==> src/rtl/mips_pkg.sv <==
// Shared definitions for the instruction fetch path: FSM states, field widths
// and the default reset vector.
package mips_pkg;

    typedef enum logic {
        FETCH = 1'b0,
        EXEC  = 1'b1
    } state_t;

    localparam int OPC_W  = 6;
    localparam int FUNC_W = 6;

    localparam logic [31:0] DEFAULT_RESET_PC = 32'h0000_0000;

endpackage

==> src/rtl/fetch_unit_next_pc.sv <==
// Combinational next-PC selection: jump-register, jump, taken branch or
// sequential, in that priority order.
module next_pc #(
    parameter int AW = 32
) (
    input  logic [AW-1:0] pc_plus4,
    input  logic [25:0]   imm26,
    input  logic [AW-1:0] jr_addr,
    input  logic          pcsrc,
    input  logic          pc1,
    input  logic          pc2,
    output logic [AW-1:0] npc
);

    logic [AW-1:0] jr_target;
    logic [AW-1:0] jump_target;
    logic [AW-1:0] branch_off;

    assign jr_target = jr_addr & ~AW'(3);

    // Jump keeps the upper nibble of pc_plus4 and replaces the low 28 bits.
    assign jump_target = (pc_plus4 & ~AW'(32'h0FFF_FFFF)) | AW'({imm26, 2'b00});

    assign branch_off = AW'($signed({imm26[15:0], 2'b00}));

    always_comb begin
        npc = pc_plus4;
        if (pc2) begin
            npc = jr_target;
        end else if (pc1) begin
            npc = jump_target;
        end else if (pcsrc) begin
            npc = pc_plus4 + branch_off;
        end
    end

endmodule

==> src/rtl/fetch_unit.sv <==
// Two-state instruction fetch unit: requests a word at pc, latches it, holds it
// for the datapath and then advances pc when execution completes.
module fetch_unit
    import mips_pkg::*;
#(
    parameter int            AW       = 32,
    parameter logic [AW-1:0] RESET_PC = AW'(DEFAULT_RESET_PC)
) (
    input  logic              clk,
    input  logic              rst,
    output logic              imem_req,
    output logic [AW-1:0]     imem_addr,
    input  logic              imem_ready,
    input  logic [31:0]       imem_rdata,
    output logic [31:0]       instr,
    output logic [OPC_W-1:0]  opc,
    output logic [FUNC_W-1:0] func,
    output logic              instr_valid,
    input  logic              exec_done,
    input  logic              pcsrc,
    input  logic              pc1,
    input  logic              pc2,
    input  logic [AW-1:0]     jr_addr,
    output logic [AW-1:0]     pc,
    output logic [AW-1:0]     pc_plus4
);

    state_t        state;
    logic [AW-1:0] npc;

    assign imem_req    = (state == FETCH);
    assign instr_valid = (state == EXEC);
    assign imem_addr   = pc;
    assign pc_plus4    = pc + AW'(4);
    assign opc         = instr[31:26];
    assign func        = instr[5:0];

    next_pc #(.AW(AW)) u_next_pc (
        .pc_plus4 (pc_plus4),
        .imm26    (instr[25:0]),
        .jr_addr  (jr_addr),
        .pcsrc    (pcsrc),
        .pc1      (pc1),
        .pc2      (pc2),
        .npc      (npc)
    );

    // Reset wins over everything, so a read completing in the reset cycle is dropped.
    always_ff @(posedge clk) begin
        if (rst) begin
            state <= FETCH;
            pc    <= RESET_PC;
            instr <= '0;
        end else begin
            case (state)
                FETCH: begin
                    if (imem_ready) begin
                        instr <= imem_rdata;
                        state <= EXEC;
                    end
                end
                EXEC: begin
                    if (exec_done) begin
                        pc    <= npc;
                        state <= FETCH;
                    end
                end
                default: state <= FETCH;
            endcase
        end
    end

endmodule
==> config.mk <==
export PLATFORM = sky130hd
export DESIGN_NAME = fetch_unit
export DESIGN_NICKNAME = d
export VERILOG_FILES = /design/src/rtl/mips_pkg.sv /design/src/rtl/fetch_unit_next_pc.sv /design/src/rtl/fetch_unit.sv
export SDC_FILE = /design/constraint.sdc
export NUM_CORES = 1
export LEC_CHECK = 0
export CAP_MARGIN = 40
export CORE_MARGIN = 8
export CORE_UTILIZATION = 48
export CTS_CLUSTER_SIZE = 12
export DETAILED_ROUTE_END_ITERATION = 16
export PLACE_DENSITY = 0.87
export SKIP_CTS_REPAIR_TIMING = 1
export SYNTH_ARGS = -nofsm -noshare
export SYNTH_HDL_FRONTEND = slang
export SYNTH_SLANG_ARGS = --single-unit
==> constraint.sdc <==
create_clock -name clk -period 9.3 [get_ports clk]
set_input_delay 2.79 -clock clk [delete_from_list [all_inputs] [get_ports clk]]
set_output_delay 2.79 -clock clk [all_outputs]
set_load 0.01 [all_outputs]
# [After elaboration in Yosys (flattened, before gate mapping)]
# Cells that the tools add are included.
[totals] elab_cells=15 romBits=0 n_memories=0 reg_bits=65 ram_bits=0 latchBits=0
[op_classes] bitwise=2 n_addsub=2 n_div=0 n_lt_le_gt_ge=0 n_reduce_logical=2 shifts=0 muxes=6 mul=0 eq_ne=0
[op_table] operator="2-to-1 mux 32 bit" count=3
[op_table] operator="adder 32 x 3 -> 32 bit, second input constant" count=1
[op_table] operator="adder 32 bit" count=1
[op_table] operator="bitwise OR 32 x 28 -> 32 bit" count=1
[op_table] operator="AND reduction 2 bit" count=2
[op_table] operator="2-to-1 mux 1 bit" count=2
[op_table] operator="one-hot mux 1 bit (2 select lines)" count=1
[op_table] operator="inverter 1 bit" count=1

# [Logic depth before layout (Yosys ltp)]
# Gate-level depths: netlist of the first run.
[depth] depth_word=5 mapped_depth=17 ltp_nobuf=16

# [By module]
# From an unflattened synthesis of the first run, not the netlist that was laid out.
[hier_totals] hier_cells=774 area_unflattened_um2=5526.6
[by_module_without_submodules] module="fetch_unit" area_per_inst_um2=3183.1 seq_area_each_um2=1301.2 n_inst=1 cells_each=421
[by_module_without_submodules] module="next_pc" area_per_inst_um2=2343.5 seq_area_each_um2=0.0 n_inst=1 cells_each=353

# [Worst setup path before layout of the first run]
# No wires, ideal clock.
[synth_path] kind="register -> output" from="register pc[2], in the netlist imem_addr[2]" to="output port pc_plus4[31]" setup_slack_ns=4.684 path_stages_with_launch=8 arrival_time_ns=1.826 path_buffers=0 cell_sequence="dfxtp_1 -> and3_1 -> nand3_1 -> nor2_2 -> and3_1 -> nand2_1 -> nor3_1 -> xor2_1"
[synth_between] elab_chain_len=1
[synth_lines] element="start, declared" line_no="fetch_unit.sv:24" text="output logic [AW-1:0] pc,"
[synth_lines] element="start signal, assigned" line_no="fetch_unit.sv:64" text="pc <= npc;"
[synth_lines] element="adder 32 x 3 -> 32 bit" line_no="fetch_unit.sv:34" text="assign pc_plus4 = pc + AW'(4);"
[synth_lines] element="end, declared" line_no="fetch_unit.sv:25" text="output logic [AW-1:0] pc_plus4"
# Every way passes these cells.

# [Worst setup path in the final report of the first run]
[layout_path] from="register pc[2], in the netlist imem_addr[2]" to="output port pc_plus4[26]"
# The elaborated chain is that of the path after synthesis.

==> reports/results.txt, run 1 <==
The flow ran to the end, and the final reports show no timing, DRC or antenna violations. In the final routed layout, each cell accounts on average for 19.5 um. The run gives 1 as the number of antenna violations at the first check in global routing. The critical path goes through ha_1 > nand4_1 > nor2_1 > nand4_1 > nor2_1 > xor2_1 > clkdlybuf4s50_1. The proportion of total power due to net switching was 30.6%. Final period demand of the worst path: 6.13 ns.

The H-tree generated during clock tree synthesis spans 3 levels. The biggest area contributor in the post-synthesis netlist is sky130_fd_sc_hd__dfxtp_1. The run gives 6.51 ns as the worst endpoint required time.

In this run, CTS created clock tree buffers numbering 9. The tools report the combined area of all synthesized cells as 0.00538 sq mm. Number of enable flip-flop cells after synthesis: 0.

Largest fanout of any net on the critical path: 8. The die height is 122 um. The tools report the post-DP HPWL as 15.0 mm.

TritonCTS built the clock tree. After synthesis, the netlist uses 66 different library cells. Summing all flip-flop and latch instances after layout gives 0.00126 sq mm. The endpoint type of the worst setup path was a primary output. In the final timing run, aggregate negative setup slack is 0 ns. The measured slew at the worst slew-check pin was 0.918 ns; the final routed wirelength across all metal layers was 19.9 mm.

The logs give 38.6% for the relative slew slack and 899 for the total of fill cells in the finished design. The floorplan step defined a die boundary enclosing 0.0148 sq mm. The worst setup skew after layout was 0.0147 ns; the area added between synthesis and finish was 38.5%. The area of the placeable core is 0.0109 sq mm.

Setup repair after global routing left no endpoint under its margin. The power density over cell area was 113 mW/mm^2. The via count of the first global-routing pass came out at 5,659.

In the post-synthesis netlist, the biggest area contributors are sky130_fd_sc_hd__dfxtp_1, sky130_fd_sc_hd__ha_1, sky130_fd_sc_hd__nand2_1, sky130_fd_sc_hd__a21oi_1, sky130_fd_sc_hd__buf_4. The number of rows created at floorplan came out at 38. Routability-driven placement finished with a final weighted congestion of 0.982.

In this run the worst hold path is classified as flop to flop. The run gives 0.00359 sq mm as the area occupied by multi-input gates. At the worst endpoint, the arrival time is 3.34 ns. The ratio of cells with drive above 1 in the final layout is 5.01%. The post-route cell area came out at 0.00745 sq mm. The worst setup path is of the flop to primary output kind. The clock net in this run drives a total of 63 sinks. The number of buffer and inverter instances along the worst setup path is 1, and the total of max-cap violations is 0.

The violation count after the first detailed-routing iteration was 593; the fraction of registers with async set/reset was 0%. The most used flip-flop cell after synthesis is sky130_fd_sc_hd__dfxtp_1. Combinational cells account for 26.6% of the total power. The width of the die is 122 um, and the count of buffers from port buffering is 204. The run gives 0 as the synthesis warning total. The clock root buffer master is sky130_fd_sc_hd__clkbuf_8. The maximum clock rate came out at 163 MHz. The detailed router placed 5,994 vias in this run. After layout, the worst path uses 65.9% of the clock period. The logs give 0 for the total congestion overflow after global routing and 37.2% for the clock share of power. The largest individual stage delay along the critical path comes from the cell sky130_fd_sc_hd__clkdlybuf4s50_1. The kind of cell with the highest combined delay on the critical path is simple AND/OR/NAND/NOR gates. Max-slew violation count: 0.

The per-cell via count in the routed design works out to 5.88. Entering global routing, the biggest net connects 37 pins. Number of endpoints with negative hold slack in the final report: 0.

Synthesized area per cell: 7.38 sq um. The number of search-and-repair iterations in the first detailed-routing pass is 5. The clock reaches the later pin of the worst-skew pair after 0.36 ns.

Summed over all nets, the switching power comes to 257 uW. Once the floorplan was initialized, standard cells occupied 49.4% of the core. The cell leakage power was 2.94 nW; the wire length of the first global-routing pass was 31.0 mm. The final layout contains 982 nets. Maximum clock insertion buffer count: 2. After detailed routing, the number of remaining DRC violations is 0. The cell count after synthesis came out at 729. In this run the count of I/O pins placed on the die edge is 213. The post-place instance area is 0.00719 sq mm. The internal power of the cells was 582 uW; the delay of the slowest cell on the worst path was 0.61 ns. The sequential fraction of design power came out at 36.2%. The run gives 26.3% as the global router's overall resource usage. Setup violations remaining at the end of the flow were counted as 0. Clock-pin slew reported for the worst setup and hold paths after clock tree synthesis: 0.09 ns.

The top cell type by area accounts for 23.5% of the synthesized area. For this run, the register share of the synthesized area comes to 23.5%. For the post-route antenna net violation count, the log shows 0. The logs give 0.110 mV for the peak ir drop on the vdd network and 1,003 for the number of placed instances with taps included. In this run, synthesis produced a sequential element count of 63.

The finished layout holds 1,020 standard cells, fillers aside. The worst setup path is launched from a flop.
## power by group through the flow
stage | Combinational, mW | Clock (mW) | Sequential, mW
2_1_floorplan | 0.114 | 0 | 0.310
3_3_place_gp | 0.215 | 0 | 0.309
3_5_place_dp | 0.219 | 0 | 0.309
4_1_cts | 0.221 | 0.313 | 0.303
5_1_grt | 0.240 | 0.326 | 0.305
6_report | 0.223 | 0.312 | 0.304
## stage by stage
| stage | hold WS, ns | utilization (%) | power [mW] | setup WS (ns) |
|---|---|---|---|---|
| after floorplan | 0.490 | - | 0.425 | 4.68 |
| after global placement | 0.457 | 65.9 | 0.524 | 3.71 |
| after detailed placement | 0.465 | 66.1 | 0.528 | 3.61 |
| after CTS | 0.477 | 68.4 | 0.837 | 3.21 |
| after global routing | 0.495 | 68.4 | 0.872 | 3.03 |
| final | 0.475 | 68.4 | 0.839 | 3.17 |
## layout make-up
| class | count | area share [%] |
|---|---|---|
| flip-flops and latches | 63 | 16.9 |
| well taps | 140 | 2.35 |
| multi-input cells | 573 | 48.2 |
| clock inverters | 6 | 1.55 |
| repair buffers | 212 | 28.3 |
| clock buffers | 10 | 1.85 |
| diodes | 1 | 0.0336 |
| inverters | 15 | 0.756 |
## path summary, 6_finish.rpt
path,from,endpoint,slack (ns),cells after the start
setup / recovery,imem_addr[2],pc_plus4[26],3.17,7
hold / removal,instr[31],instr[31],0.47,2
setup reg to reg,imem_addr[2],imem_addr[25],4.81,16
hold reg to reg,instr[31],instr[31],0.47,2
## tightest hold or removal path, cell delays in order (launching register included)
cell and delay, ns:
sky130_fd_sc_hd__dfxtp_1 0.33, sky130_fd_sc_hd__nand2_1 0.06, sky130_fd_sc_hd__a21oi_1 0.05
## registers in the layout (all words and copies together) (netlist names)
name and cells:
imem_addr 30, instr 32, instr_valid 1
## cells by family after synthesis
logic type	after synthesis	synth area share, %
and+or+nand+nor	254	21.5
AOI/OAI and AO/OA	220	26.6
buffers and inverters	98	10.2
DFF	63	23.5
xor gates and xnor gates	47	7.66
adders and majority gates	37	8.75
muxes	9	1.75
other	1	0.0697
## synth_stat cells, drive strengths merged (2+ instances only)
cell type,instances
nand3,23
a211oi,13
o21a,5
xnor2,25
a21o,13
a41oi,2
buf,53
and4,5
o21bai,2
or2,2
a31o,3
nor2b,3
a21oi,76
o221ai,2
and2,4
nor3,7
ha,36
dfxtp,63
nand2b,3
nand2,120
o211ai,4
nand4,8
and3,17
mux2i,6
a31oi,6
or3,2
inv,15
a22oi,14
o21ai,50
a222oi,2
o311ai,2
o2111ai,2
a221o,5
clkbuf,30
a221oi,4
nor2,55
o31ai,4
a22o,3
mux2,3
xor2,22
## metal layers
layer / part of all wire, % / vias up / track usage (%)
li1: - / 2844 / -
met4: 2.3 / 0 / 10.3
met1: 40 / 2751 / 33.6
met2: 47 / 361 / 41.7
met3: 10 / 38 / 6.34
met5: 0 / - / 0
## placed cells by master (no fill, tap or decap), types with 4 or more instances in the layout
cell type	instances
sky130_fd_sc_hd__conb_1	6
sky130_fd_sc_hd__a21oi_1	73
sky130_fd_sc_hd__and4_1	4
sky130_fd_sc_hd__and3_1	17
sky130_fd_sc_hd__a31oi_1	5
sky130_fd_sc_hd__xor2_1	22
sky130_fd_sc_hd__o211ai_1	4
sky130_fd_sc_hd__nand2_1	119
sky130_fd_sc_hd__buf_4	7
sky130_fd_sc_hd__a221o_1	5
sky130_fd_sc_hd__o21ai_0	34
sky130_fd_sc_hd__clkbuf_8	10
sky130_fd_sc_hd__nor3_1	7
sky130_fd_sc_hd__a211oi_1	10
sky130_fd_sc_hd__a221oi_1	4
sky130_fd_sc_hd__o21ai_1	16
sky130_fd_sc_hd__clkdlybuf4s50_1	204
sky130_fd_sc_hd__dfxtp_1	63
sky130_fd_sc_hd__mux2i_1	6
sky130_fd_sc_hd__o21a_1	5
sky130_fd_sc_hd__xnor2_1	25
sky130_fd_sc_hd__nor2_1	54
sky130_fd_sc_hd__and2_1	4
sky130_fd_sc_hd__a21o_1	13
sky130_fd_sc_hd__a22oi_1	14
sky130_fd_sc_hd__inv_1	15
sky130_fd_sc_hd__nand4_1	8
sky130_fd_sc_hd__ha_1	36
sky130_fd_sc_hd__nand3_1	23
No activity file was read; power rests on OpenSTA's default activity.
==> inputs of run 2 (changes only) <==
- CORE_UTILIZATION: 48 -> 45
- PLACE_DENSITY: 0.87 -> 0.83
- clock period: 9.3 -> 6.1 ns (I/O delays scaled with it)
==> reports/results.txt, run 2 (synthesis results as in run 1) <==
The per-cell via count in the routed design came out at 5.76 (-1.9%). The tools report the weighted congestion at the end of routability-driven global placement as 0.945 (-3.7%). The global router's overall resource usage came out at 24.5% (-1.8 points). The worst path uses 83.7% of the clock period. The via count of the first global-routing pass is 5,591 (-1.2%). The run gives 45.3% (-4.1 points) as the initial cell density of the core. For the number of rows created at floorplan, the log shows 40 (+5.3%). The maximum clock insertion buffer count was 2 (unchanged). The final count of negative-setup-slack endpoints is 0 (unchanged). TritonCTS built the clock tree.

Most frequent standard cell in the layout excluding fill and tap cells: sky130_fd_sc_hd__clkdlybuf4s50_1. The category of the most critical setup path was flop to primary output. The logs give 0.00905 ns (-0.00565 ns) for the worst setup skew after layout and 0.34 ns (-0.02 ns) for the clock insertion delay at the later pin of the skew report. The logs give 213 (unchanged) for the number of ports placed on the die boundary and 0 (unchanged) for the number of endpoints with negative hold slack in the final report. For the peak ir drop on the vdd network, the log shows 0.159 mV (+45%). The class of the most critical hold timing path was flop to flop. The post-DP HPWL was 15.1 mm (+1.2%). The tools report the worst-case register-to-register setup slack as 1.60 ns (-3.21 ns). In the layout the commonest cells are sky130_fd_sc_hd__clkdlybuf4s50_1, sky130_fd_sc_hd__nand2_1, sky130_fd_sc_hd__a21oi_1. The ratio of cells with drive above 1 in the final layout is 4.89% (-0.11 points). The delay of the slowest cell on the worst path was 0.63 ns (+0.02 ns); the via count was 5,912 (-1.4%).

The endpoint type of the worst setup path was a primary output. The tools report the post-detailed-route DRC marker count as 0 (unchanged). For the number of antenna violations at the first check in global routing, the log shows 0 (-1). For this run, the top clock speed supported by timing is 196 MHz. The arrival time reported for the critical path endpoint is 3.27 ns (-0.07 ns), and the power density over cell area is 182 mW/mm^2 (+62%). The die height works out to 125 um (+2.8%). The final routed wirelength across all metal layers is 19.8 mm (-0.65%), and the area occupied by multi-input gates is 0.00359 sq mm (unchanged). The worst path in the final design needs a cycle of 5.10 ns, including I/O delays and setup. The clock-pin slew reported for the worst setup and hold paths after clock tree synthesis was 0.06 ns (-0.03 ns); the measured slew at the worst slew-check pin was 0.957 ns (+0.0388 ns). Number of antenna diodes: 0 (-1).

The run gives 33 (-11%) as the pin count of the biggest net entering global routing. The number of search-and-repair iterations in the first detailed-routing pass was 5 (unchanged). Register with the most flip-flops: instr.

The die footprint is 0.0157 sq mm (+5.8%). Critical path launch point type: a flop. Area added between synthesis and finish: 40.2%. The run finished with clean final reports. Cell repeated most along the worst path: sky130_fd_sc_hd__nand4_1. The area occupied by registers is 0.00126 sq mm (unchanged), and the flip-flop count of the largest register, all copies and words added is 32 (unchanged).

The number of levels in the clock H-tree was 3 (unchanged); the total number of clock tree sinks was 63 (unchanged). The cell leakage power was 2.98 nW (+1.3%); the share of the core filled with cells was 63.5% (-4.9 points). The count of buffers from port buffering came out at 204 (unchanged). In this run the clock root is driven by a sky130_fd_sc_hd__clkbuf_16. The average wire length per cell after detail routing came out at 19.3 um (-1.2%). The critical path's slowest cell was sky130_fd_sc_hd__clkdlybuf4s50_1. The total negative setup slack was 0 ns (unchanged). The logs give 982 (unchanged) for the number of nets in the finished design and 31.0 mm (about the same) for the wire length of the first global-routing pass.

The total of fill cells in the finished design is 1,073 (+19%). The largest fanout of any net on the critical path is 8 (unchanged). The critical path goes through ha_1 > nand4_1 > nor2_1 > nand4_1 > xnor2_1 > clkdlybuf4s50_1. The max-slew violation count is 0 (unchanged), and the width of the die is 125 um (+2.8%). The run gives 9 (unchanged) as the TritonCTS buffer count. The tools report the violation count after the first detailed-routing iteration as 515 (-13%).

The tools report the worst endpoint required time as 4.27 ns (-2.24 ns). The logs give 0 (unchanged) for the total congestion overflow after global routing and 36.0% (-2.6 points) for the relative slew slack. The total of max-cap violations came out at 0 (unchanged). Setup repair after global routing left no endpoint under its margin.

The tools report the area of the placeable core as 0.0119 sq mm (+8.9%). The post-route antenna net violation count was 0 (unchanged).
==> run 2: cell count changes in the layout (fill, tap and decap cells not counted), sizes merged <==
cell,previous run,this run
bufinv,3,2
clkbuf,10,11
diode,1,0
clkinv,0,2
inv,17,15
==> run 2: metal layers <==
layer / GRT usage [%] / up-vias / part of all wire, %
met5: 0 / - / 0
met4: 8.74 / 0 / 2.1
met3: 7.31 / 29 / 10
met2: 39.2 / 295 / 47
met1: 30.5 / 2740 / 41
li1: - / 2848 / -
==> run 2: final timing paths <==
check,endpoint,startpoint,cells past startpoint
min reg2reg,instr[30],instr[30],2
max,pc_plus4[24],imem_addr[2],6
max reg2reg,imem_addr[25],imem_addr[2],16
min,instr[30],instr[30],2
==> run 2: critical path: cells and delay by family, from the launching register on <==
family | cells | cell delay, ns
xor+xnor | 1 | 0.49
fa+ha+maj | 1 | 0.26
buf+inv | 1 | 0.63
flops | 1 | 0.47
simple gates | 3 | 1.08
==> run 2: cell type report <==
class                   instances  area share (%)
clock buffers                  11            3.22
clock inverters                 5            1.08
inverters                      15           0.747
multi-input cells             573            47.6
flip-flops and latches         63            16.7
well taps                     147            2.44
repair buffers                212            28.2
==> run 2: where the power goes <==
| part | leakage (nW) | internal (mW) | total [mW] | switching, mW |
|---|---|---|---|---|
| clock | 0.156 | 0.369 | 0.570 | 0.201 |
| sequential | 0.514 | 0.432 | 0.465 | 0.0324 |
| combinational | 2.31 | 0.171 | 0.339 | 0.169 |
==> run 2: stage by stage <==
| step | setup slack (ns) | power, mW | std cells | hold WS, ns | area [sq um] |
|---|---|---|---|---|---|
| 5_1_grt | 0.819 | 1.43 | 1026 | 0.486 | 7540 |
| 3_3_place_gp | 1.39 | 0.801 | 1009 | 0.459 | 7190 |
| 3_5_place_dp | 1.37 | 0.807 | 1010 | 0.466 | 7210 |
| 2_1_floorplan | 2.44 | 0.648 | 734 | 0.490 | 5400 |
| 6_report | 0.995 | 1.37 | 1026 | 0.473 | 7540 |
| 4_1_cts | 1.03 | 1.37 | 1026 | 0.474 | 7540 |
